$ cat config.mk
export PLATFORM = sky130hd
export DESIGN_NAME = imm_extend_pipe
export DESIGN_NICKNAME = d
export VERILOG_FILES = /design/src/rtl/imm_extend_pipe.sv
export SDC_FILE = /design/constraint.sdc
export NUM_CORES = 1
export LEC_CHECK = 0
export CORE_ASPECT_RATIO = 1.5
export CORE_MARGIN = 2
export CORE_UTILIZATION = 24
export DETAILED_ROUTE_END_ITERATION = 16
export PLACE_DENSITY = 0.5
export SLEW_MARGIN = 20
export SYNTH_ARGS = -nofsm -noshare
export SYNTH_HDL_FRONTEND = slang
export SYNTH_SLANG_ARGS = --single-unit
$ cat constraint.sdc
create_clock -name clk -period 3.6 [get_ports clk]
set_input_delay 0.72 -clock clk [delete_from_list [all_inputs] [get_ports clk]]
set_output_delay 0.72 -clock clk [all_outputs]
set_load 0.005 [all_outputs]
$ cat src/rtl/imm_extend_pipe.sv
// ---------------------------------------------------------------------------
// imm_extend_pipe
//   Immediate-extension unit with a 2-entry output FIFO. The extension mode
//   selects how the instruction fields are widened to DATA_W bits. The result,
//   the caller's tag and an illegal-mode flag are computed combinationally at
//   the input and stored in a small skid FIFO. There is no combinational path
//   from the input side to the output side.
//
// Parameters
//   DATA_W      output immediate width (32 or greater)
//   TAG_W       sideband tag width
//
// Ports
//   clk         clock, rising edge
//   resetn      synchronous active-low reset
//   in_valid    request present
//   in_ready    request accepted this cycle when in_valid is also 1
//   ext_sel     extension mode
//                 000 sext(imm16)
//                 001 zext(imm16)
//                 010 zext(shamt)
//                 011 LUI
//                 100 branch offset
//                 101 jump target
//                 11x illegal
//   shamt       shift amount field
//   imm16       16-bit immediate field
//   idx26       jump instr_index field
//   in_tag      sideband carried with the operand
//   out_valid   FIFO head valid
//   out_ready   consumer accepts the head this cycle
//   out_imm     extended immediate at the FIFO head
//   out_tag     tag at the FIFO head
//   out_illegal head was produced by an illegal mode
//   flush       discard all buffered entries
// ---------------------------------------------------------------------------
module imm_extend_pipe #(
  parameter int DATA_W = 32,
  parameter int TAG_W  = 8
) (
  input  logic              clk,
  input  logic              resetn,
  input  logic              in_valid,
  output logic              in_ready,
  input  logic [2:0]        ext_sel,
  input  logic [4:0]        shamt,
  input  logic [15:0]       imm16,
  input  logic [25:0]       idx26,
  input  logic [TAG_W-1:0]  in_tag,
  output logic              out_valid,
  input  logic              out_ready,
  output logic [DATA_W-1:0] out_imm,
  output logic [TAG_W-1:0]  out_tag,
  output logic              out_illegal,
  input  logic              flush
);

  // Sized casts of signed operands sign-extend; casts of unsigned operands
  // zero-extend.
  function automatic logic signed [DATA_W-1:0] extend_imm(
    input logic [2:0]  sel,
    input logic [4:0]  sh,
    input logic [15:0] imm,
    input logic [25:0] idx
  );
    logic signed [DATA_W-1:0] s;
    s = DATA_W'(signed'(imm));
    case (sel)
      3'b000:  extend_imm = s;
      3'b001:  extend_imm = DATA_W'(imm);
      3'b010:  extend_imm = DATA_W'(sh);
      3'b011:  extend_imm = DATA_W'(signed'({imm, 16'h0000}));
      3'b100:  extend_imm = s <<< 2;
      3'b101:  extend_imm = DATA_W'({idx, 2'b00});
      default: extend_imm = '0;
    endcase
  endfunction

  logic signed [DATA_W-1:0] w_ext_imm;
  logic                     w_ext_ill;
  logic                     w_push;
  logic                     w_pop;
  logic [1:0]               w_count_nx;
  logic                     w_wr_nx;
  logic                     w_rd_nx;
  logic                     w_wr_hit;

  logic [1:0]               r_count;
  logic                     r_wr_ptr;
  logic                     r_rd_ptr;
  logic signed [DATA_W-1:0] r_imm [2];
  logic [TAG_W-1:0]         r_tag [2];
  logic                     r_ill [2];
  logic signed [DATA_W-1:0] r_out_imm;
  logic [TAG_W-1:0]         r_out_tag;
  logic                     r_out_ill;

  assign w_ext_imm = extend_imm(ext_sel, shamt, imm16, idx26);
  assign w_ext_ill = ext_sel[2] & ext_sel[1];

  assign in_ready  = resetn & (r_count != 2'd2);
  assign out_valid = (r_count != 2'd0);
  assign w_push    = in_valid & in_ready;
  assign w_pop     = out_valid & out_ready;

  always_comb begin
    w_count_nx = r_count;
    w_wr_nx    = r_wr_ptr;
    w_rd_nx    = r_rd_ptr;
    if (flush) begin
      w_count_nx = 2'd0;
      w_wr_nx    = 1'b0;
      w_rd_nx    = 1'b0;
    end else begin
      if (w_push) w_wr_nx = ~r_wr_ptr;
      if (w_pop)  w_rd_nx = ~r_rd_ptr;
      w_count_nx = r_count + 2'(w_push) - 2'(w_pop);
    end
  end

  // The head after this edge is the entry being written right now when the
  // write slot and the next read slot coincide (push into empty, or push+pop
  // at count 1).
  assign w_wr_hit = w_push & (r_wr_ptr == w_rd_nx);

  // ---- FIFO storage and registered head ----
  // The head copy is reloaded only while the FIFO stays non-empty, so the
  // outputs keep their last values once it drains or is flushed.
  always_ff @(posedge clk) begin
    if (!resetn) begin
      r_count   <= 2'd0;
      r_wr_ptr  <= 1'b0;
      r_rd_ptr  <= 1'b0;
      r_imm[0]  <= '0;
      r_imm[1]  <= '0;
      r_tag[0]  <= '0;
      r_tag[1]  <= '0;
      r_ill[0]  <= 1'b0;
      r_ill[1]  <= 1'b0;
      r_out_imm <= '0;
      r_out_tag <= '0;
      r_out_ill <= 1'b0;
    end else begin
      r_count  <= w_count_nx;
      r_wr_ptr <= w_wr_nx;
      r_rd_ptr <= w_rd_nx;
      if (w_push && !flush) begin
        r_imm[r_wr_ptr] <= w_ext_imm;
        r_tag[r_wr_ptr] <= in_tag;
        r_ill[r_wr_ptr] <= w_ext_ill;
      end
      if (!flush && (w_count_nx != 2'd0)) begin
        if (w_wr_hit) begin
          r_out_imm <= w_ext_imm;
          r_out_tag <= in_tag;
          r_out_ill <= w_ext_ill;
        end else begin
          r_out_imm <= r_imm[w_rd_nx];
          r_out_tag <= r_tag[w_rd_nx];
          r_out_ill <= r_ill[w_rd_nx];
        end
      end
    end
  end

  assign out_imm     = r_out_imm;
  assign out_tag     = r_out_tag;
  assign out_illegal = r_out_ill;

endmodule

==> results.yml, run 1 <==
sta:
  rsz0062_at_grt: "no"
  fmax_ghz: 0.3468
  finalCritPeriodShare: 0.8009
  fin_crit_ps: 2883
  worst_hold_slack_ps: 464.2
  setup_viol: 0
  relSlewSlack: 0.3401
  clock-skew-final_ps: 7.045
  tightest_slew_ps: 989.8
  hold_viol_final: 0
  drv_slew: 0
  fin_tns_setup_ps: 0
grt:
  antenna_found_initial: 0
  grt-ovfl-total: 0
  grt_max_degree: 43
  grt_pass1_vias: 4595
  grtUsageTotal: 0.1288
  grt_pass1_wl_um: 25820
setup_path:
  setup.worst_path.class: "in2reg"
  path_buf_inv: 2
  cp_top_family: "compound AO/OA/AOI/OAI gates"
  cp.arrival_ps: 3210
  critPathRequiredTime_ps: 3930
  path_common_cell: "ha_1"
  startpoint_type: "primary input"
  worstPathCellList: "clkdlybuf4s50_1 > o21a_1 > ha_1 > inv_1 > ha_1 > xnor3_1 > and2_4 > o21a_2 > nand2_1 > o221ai_2"
  slowest_delay_ps: 770
  path_max_fanout: 41
  cp-end-kind: "flop"
  crit_slowest_cell: "o21a_2"
synthesis:
  synth-main-ff-cell: "edfxtp_1"
  syn_nets: 578
  syn_inst: 513
  synth_edf_count: 80
  synth.ff_latch_count: 127
  yosysSeqAreaShare: 0.5634
  synth.avg_cell_area_um2: 11.57
  syn_area_mm2: 0.005934
  synthArstFlopShare: 0
  synth_cell_types: 38
  ys_warn_count: 0
pwr:
  pwr_density_cell_mw_per_mm2: 505.3
  power.switching_mw: 0.9316
  leakagePower_nw: 2.712
  combPwrFrac: 0.122
  vdd_drop_max_mv: 0.2628
  swShare: 0.2305
  pwr-share-seq: 0.412
  internal_power_mw: 3.111
  clockPowerShare: 0.466
detailed_routing:
  wire_per_inst_um: 17.42
  num_vias: 4304
  routed_wl_um: 16480
  drt_iter0_markers: 179
  viasPerCell: 4.550
  dr.pass1.iters: 4
  drcViolationCount: 0
  ant_nets: 0
floorplanning:
  coreArea_mm2: 0.02435
  die_x_um: 132.4
  start_util: 0.2437
  fp.dieH_um: 196.6
  die_area_mm2: 0.02603
  rows: 70
  pin_count: 106
final_layout:
  fillCellCount: 2501
  nets: 675
  regArea_mm2: 0.003343
  mostFrequentLayoutCells: "105 x clkdlybuf4s50_1, 100 x nor2_1, 80 x edfxtp_1"
  fin_area_mm2: 0.008000
  layout-drive-gt1-share: 0.1592
  final_core_util: 0.3286
  syn_to_final_growth_pct: 34.81
  layout_commonest_cell: "clkdlybuf4s50_1"
  multi_input_area_mm2: 0.002326
  antennaDiodeCount: 0
clock_tree:
  numCtsBuffers: 17
  cts.sinks: 127
  postCtsHoldBufs: 0
  cts_tree: "yes"
  clk_latency_ps: 400
  cts-root-buf: "clkbuf_16"
  cts_setup_buffers: 0
  h-tree-depth: 4
  clockBufferDepth: 2
  cts.repair.resized: 0
  cts.clk_slew.worst_paths_ps: 60
outcome:
  status: "finished clean"
placement:
  hpwl_um: 10930
  port_buffers: 105
  place_area_mm2: 0.007348
  place_congestion: 0.8529
min_path:
  hold_class: "reg2reg"
run:
  max_cap_viol_count: 0
## per-layer routing
metal / track usage / share of wire / vias up
li1: - / - / 2050
met2: 0.2309 / 0.51 / 122
met4: 0.04301 / 0.018 / 0
met5: 0 / 0 / -
met3: 0.02546 / 0.040 / 16
met1: 0.1535 / 0.43 / 2116
## registers in the layout, summed over array words and instances, names as in the netlist
name and cells:
r_imm 64, r_count 2, r_tag 16, r_rd_ptr 1
out_imm 32, out_illegal 1, r_ill 2, r_wr_ptr 1
out_tag 8
## final timing paths
| kind | startpoint | to | slack (ps) | cells past startpoint |
|---|---|---|---|---|
| setup / recovery | out_ready | out_imm[27] | 720 | 10 |
| hold / removal | out_imm[15] | out_imm[15] | 460 | 2 |
| setup reg to reg | r_count[1] | out_imm[27] | 1010 | 8 |
| hold reg to reg | out_imm[15] | out_imm[15] | 460 | 2 |
## per-stage QoR
stage               total power, mW  instances  worst slack [ps]
floorplan                     1.944        513             587.3
global placement              2.191        915             344.4
detailed placement            2.199        915             279.2
CTS                           4.080        946             678.6
global route                  4.184        946             532.4
finish                        4.042        946             716.9
## cell families (layout without fill, tap and decap cells)
group                      Yosys count  after routing  share of synthesized area
buffers and inverters               61            170                    0.04870
muxes                               56             56                    0.09530
adders and majority gates            2              2                   0.004216
xor gates and xnor gates             4              4                   0.009489
AOI/OAI and AO/OA                   93             93                     0.1600
DFF                                127            127                     0.5634
and+or+nand+nor                    170            170                     0.1189
## final cells by class
cell class / count / share of cell area
clock inverters: 13 / 0.02659
inverters: 22 / 0.01032
flip-flops and latches: 127 / 0.4179
multi-input cells: 325 / 0.2907
clock buffers: 18 / 0.05490
well taps: 324 / 0.05067
repair buffers: 117 / 0.1489
## power by group through the flow
stage	Combinational, mW	Clock (mW)	Sequential (mW)
after floorplan	0.253	0	1.69
after global placement	0.495	0	1.70
after detailed placement	0.501	0	1.70
after CTS	0.503	1.91	1.67
after global routing	0.536	1.97	1.67
final	0.493	1.88	1.67
## synth_stat cells (all sizes together), types with 8 or more instances
master,instances,share of area
nor2,101,0.064
edfxtp,80,0.40
mux2i,52,0.088
dfxtp,47,0.16
nand2,45,0.028
o221ai,41,0.10
clkbuf,23,0.015
a21oi,22,0.019
inv,22,0.014
buf,16,0.020
a22o,12,0.018
a211oi,11,0.014
nor2b,8,0.0084
## tightest hold or removal path: cells and delay by family (launching register included)
kind            cells  cell delay [ps]
compound gates      1               50
flops               1              330
simple gates        1               60
Power figures use the tool's default switching activity.
==> run 2: changes to the inputs <==
==> constraint.sdc (replaced) <==
create_clock -name clk -period 2.7 [get_ports clk]
set_input_delay 0.54 -clock clk [delete_from_list [all_inputs] [get_ports clk]]
set_output_delay 0.54 -clock clk [all_outputs]
set_load 0.005 [all_outputs]
==> run 2 against run 1 <==
Against the previous run:
- non-clock buffer count is 10 higher
- critical path depth is the same
- die area did not move
- sequential cell count is the same
- setup slack worse by 600 ps
- routed wire length up 1.7%
- count of clock-buffer cells in the layout stayed put
- utilization is 0.47 points higher
==> results.yml, run 2 (synthesized netlist as in run 1, its figures left out) <==
sta:
  clock-skew-final_ps: 10.10
  worst_hold_slack_ps: 467.0
  rsz0062_at_grt: "no"
  fmax_ghz: 0.3876
  fin_tns_setup_ps: 0
  drv_slew: 0
  hold_viol_final: 0
  tightest_slew_ps: 948.3
  timing.final.ws_setup_ps: 119.8
  fin_crit_ps: 2580
  finalCritPeriodShare: 0.9556
  setup_viol: 0
  relSlewSlack: 0.3665
floorplanning:
  pin_count: 106
  coreArea_mm2: 0.02435
  rows: 70
  start_util: 0.2437
  die_x_um: 132.4
  die_area_mm2: 0.02603
  fp.dieH_um: 196.6
pwr:
  leakagePower_nw: 2.783
  power.switching_mw: 1.282
  internal_power_mw: 4.184
  total_power_mw: 5.466
  combPwrFrac: 0.124
  pwr_density_cell_mw_per_mm2: 673.5
  swShare: 0.2346
  pwr-share-seq: 0.407
  vdd_drop_max_mv: 0.3079
  clockPowerShare: 0.469
final_layout:
  layout-drive-gt1-share: 0.1738
  nets: 685
  fin_area_mm2: 0.008115
  final_core_util: 0.3333
  regArea_mm2: 0.003343
  syn_to_final_growth_pct: 36.75
  largest_reg_flops: 64
  layout.cells.non_filler: 957
  multi_input_area_mm2: 0.002326
  fillCellCount: 2485
  layout_commonest_cell: "clkdlybuf4s50_1"
  mostFrequentLayoutCells: "105 x clkdlybuf4s50_1, 100 x nor2_1, 80 x edfxtp_1"
  regMostFlops: "r_imm"
  antennaDiodeCount: 0
placement:
  pre_cts_slack_ps: -302.9
  place_inst: 925
  hpwl_um: 11240
  place_area_mm2: 0.007448
  port_buffers: 105
  place_congestion: 0.8938
clock_tree:
  cts.sinks: 127
  cts-root-buf: "clkbuf_16"
  clk_latency_ps: 410
  cts.repair.resized: 0
  postCtsHoldBufs: 0
  cts.clk_slew.worst_paths_ps: 60
  h-tree-depth: 4
  numCtsBuffers: 17
  cts_tree: "yes"
  cts_setup_buffers: 0
  clockBufferDepth: 2
detailed_routing:
  num_vias: 4364
  routed_wl_um: 16750
  ant_nets: 0
  wire_per_inst_um: 17.50
  drt_iter0_markers: 229
  viasPerCell: 4.560
  dr.pass1.iters: 5
  drcViolationCount: 0
setup_path:
  critPathRequiredTime_ps: 3020
  cp.arrival_ps: 2900
  r2r.worst_path.cells: 8
  path_max_fanout: 11
  r2r-start: "r_count[1]"
  setup.worst_path.class: "in2reg"
  startpoint_type: "primary input"
  cp-end-kind: "flop"
  r2r-end: "out_imm[31]"
  reg2reg_slack_ps: 250
outcome:
  status: "finished clean"
grt:
  grt_pass1_vias: 4610
  grt_max_degree: 43
  antenna_found_initial: 0
  grtUsageTotal: 0.1305
  grt_pass1_wl_um: 26210
  grt-ovfl-total: 0
min_path:
  min_path_cells: 2
  hold_class: "reg2reg"
  hold_start: "out_imm[17]"
  hold_path_end: "out_imm[17]"
run:
  max_cap_viol_count: 0
## run 2: cell types whose count changed in the layout (fill, tap and decap cells not counted), sizes merged
cell / change
buf: +10
clkinvlp: -2
inv: +3
## run 2: how the worst max path moves through the flow
stage | from | endpoint | slack [ps] | cells past startpoint
finish | out_ready | out_imm[31] | 120 | 10
global route | out_ready | out_imm[10] | 40 | 10
CTS | out_ready | out_imm[31] | 130 | 10
detailed placement | out_ready | out_imm[31] | -300 | 10
global placement | out_ready | out_imm[31] | -280 | 10
floorplan | resetn | out_imm[11] | 180 | 10
## run 2: area by class of cell
cell class | count | area share
multi-input cells | 325 | 0.2866
flip-flops and latches | 127 | 0.4120
well taps | 324 | 0.04995
clock inverters | 14 | 0.02806
inverters | 22 | 0.01018
repair buffers | 127 | 0.1591
clock buffers | 18 | 0.05412
## run 2: critical path: stages
cell and delay [ps]:
clkdlybuf4s50_1 460, o21a_1 130, ha_1 230, inv_1 60
ha_1 150, xnor3_1 230, and2_4 180, or3_2 500
buf_4 230, o221ai_1 210
## run 2: power groups by stage
stage	combinational, mW	sequential, mW	clock, mW
6_report	0.680	2.22	2.56
5_1_grt	0.737	2.23	2.69
4_1_cts	0.693	2.22	2.62
3_5_place_dp	0.689	2.26	0
3_3_place_gp	0.683	2.26	0
2_1_floorplan	0.338	2.25	0
## run 2: routing by layer
layer	vias to the layer above	GRT usage	wire, um
met1	2143	0.1632	7477
met4	0	0.06133	515
met5	-	0	0
met3	23	0.02315	561
li1	2074	-	-
met2	124	0.2184	8195
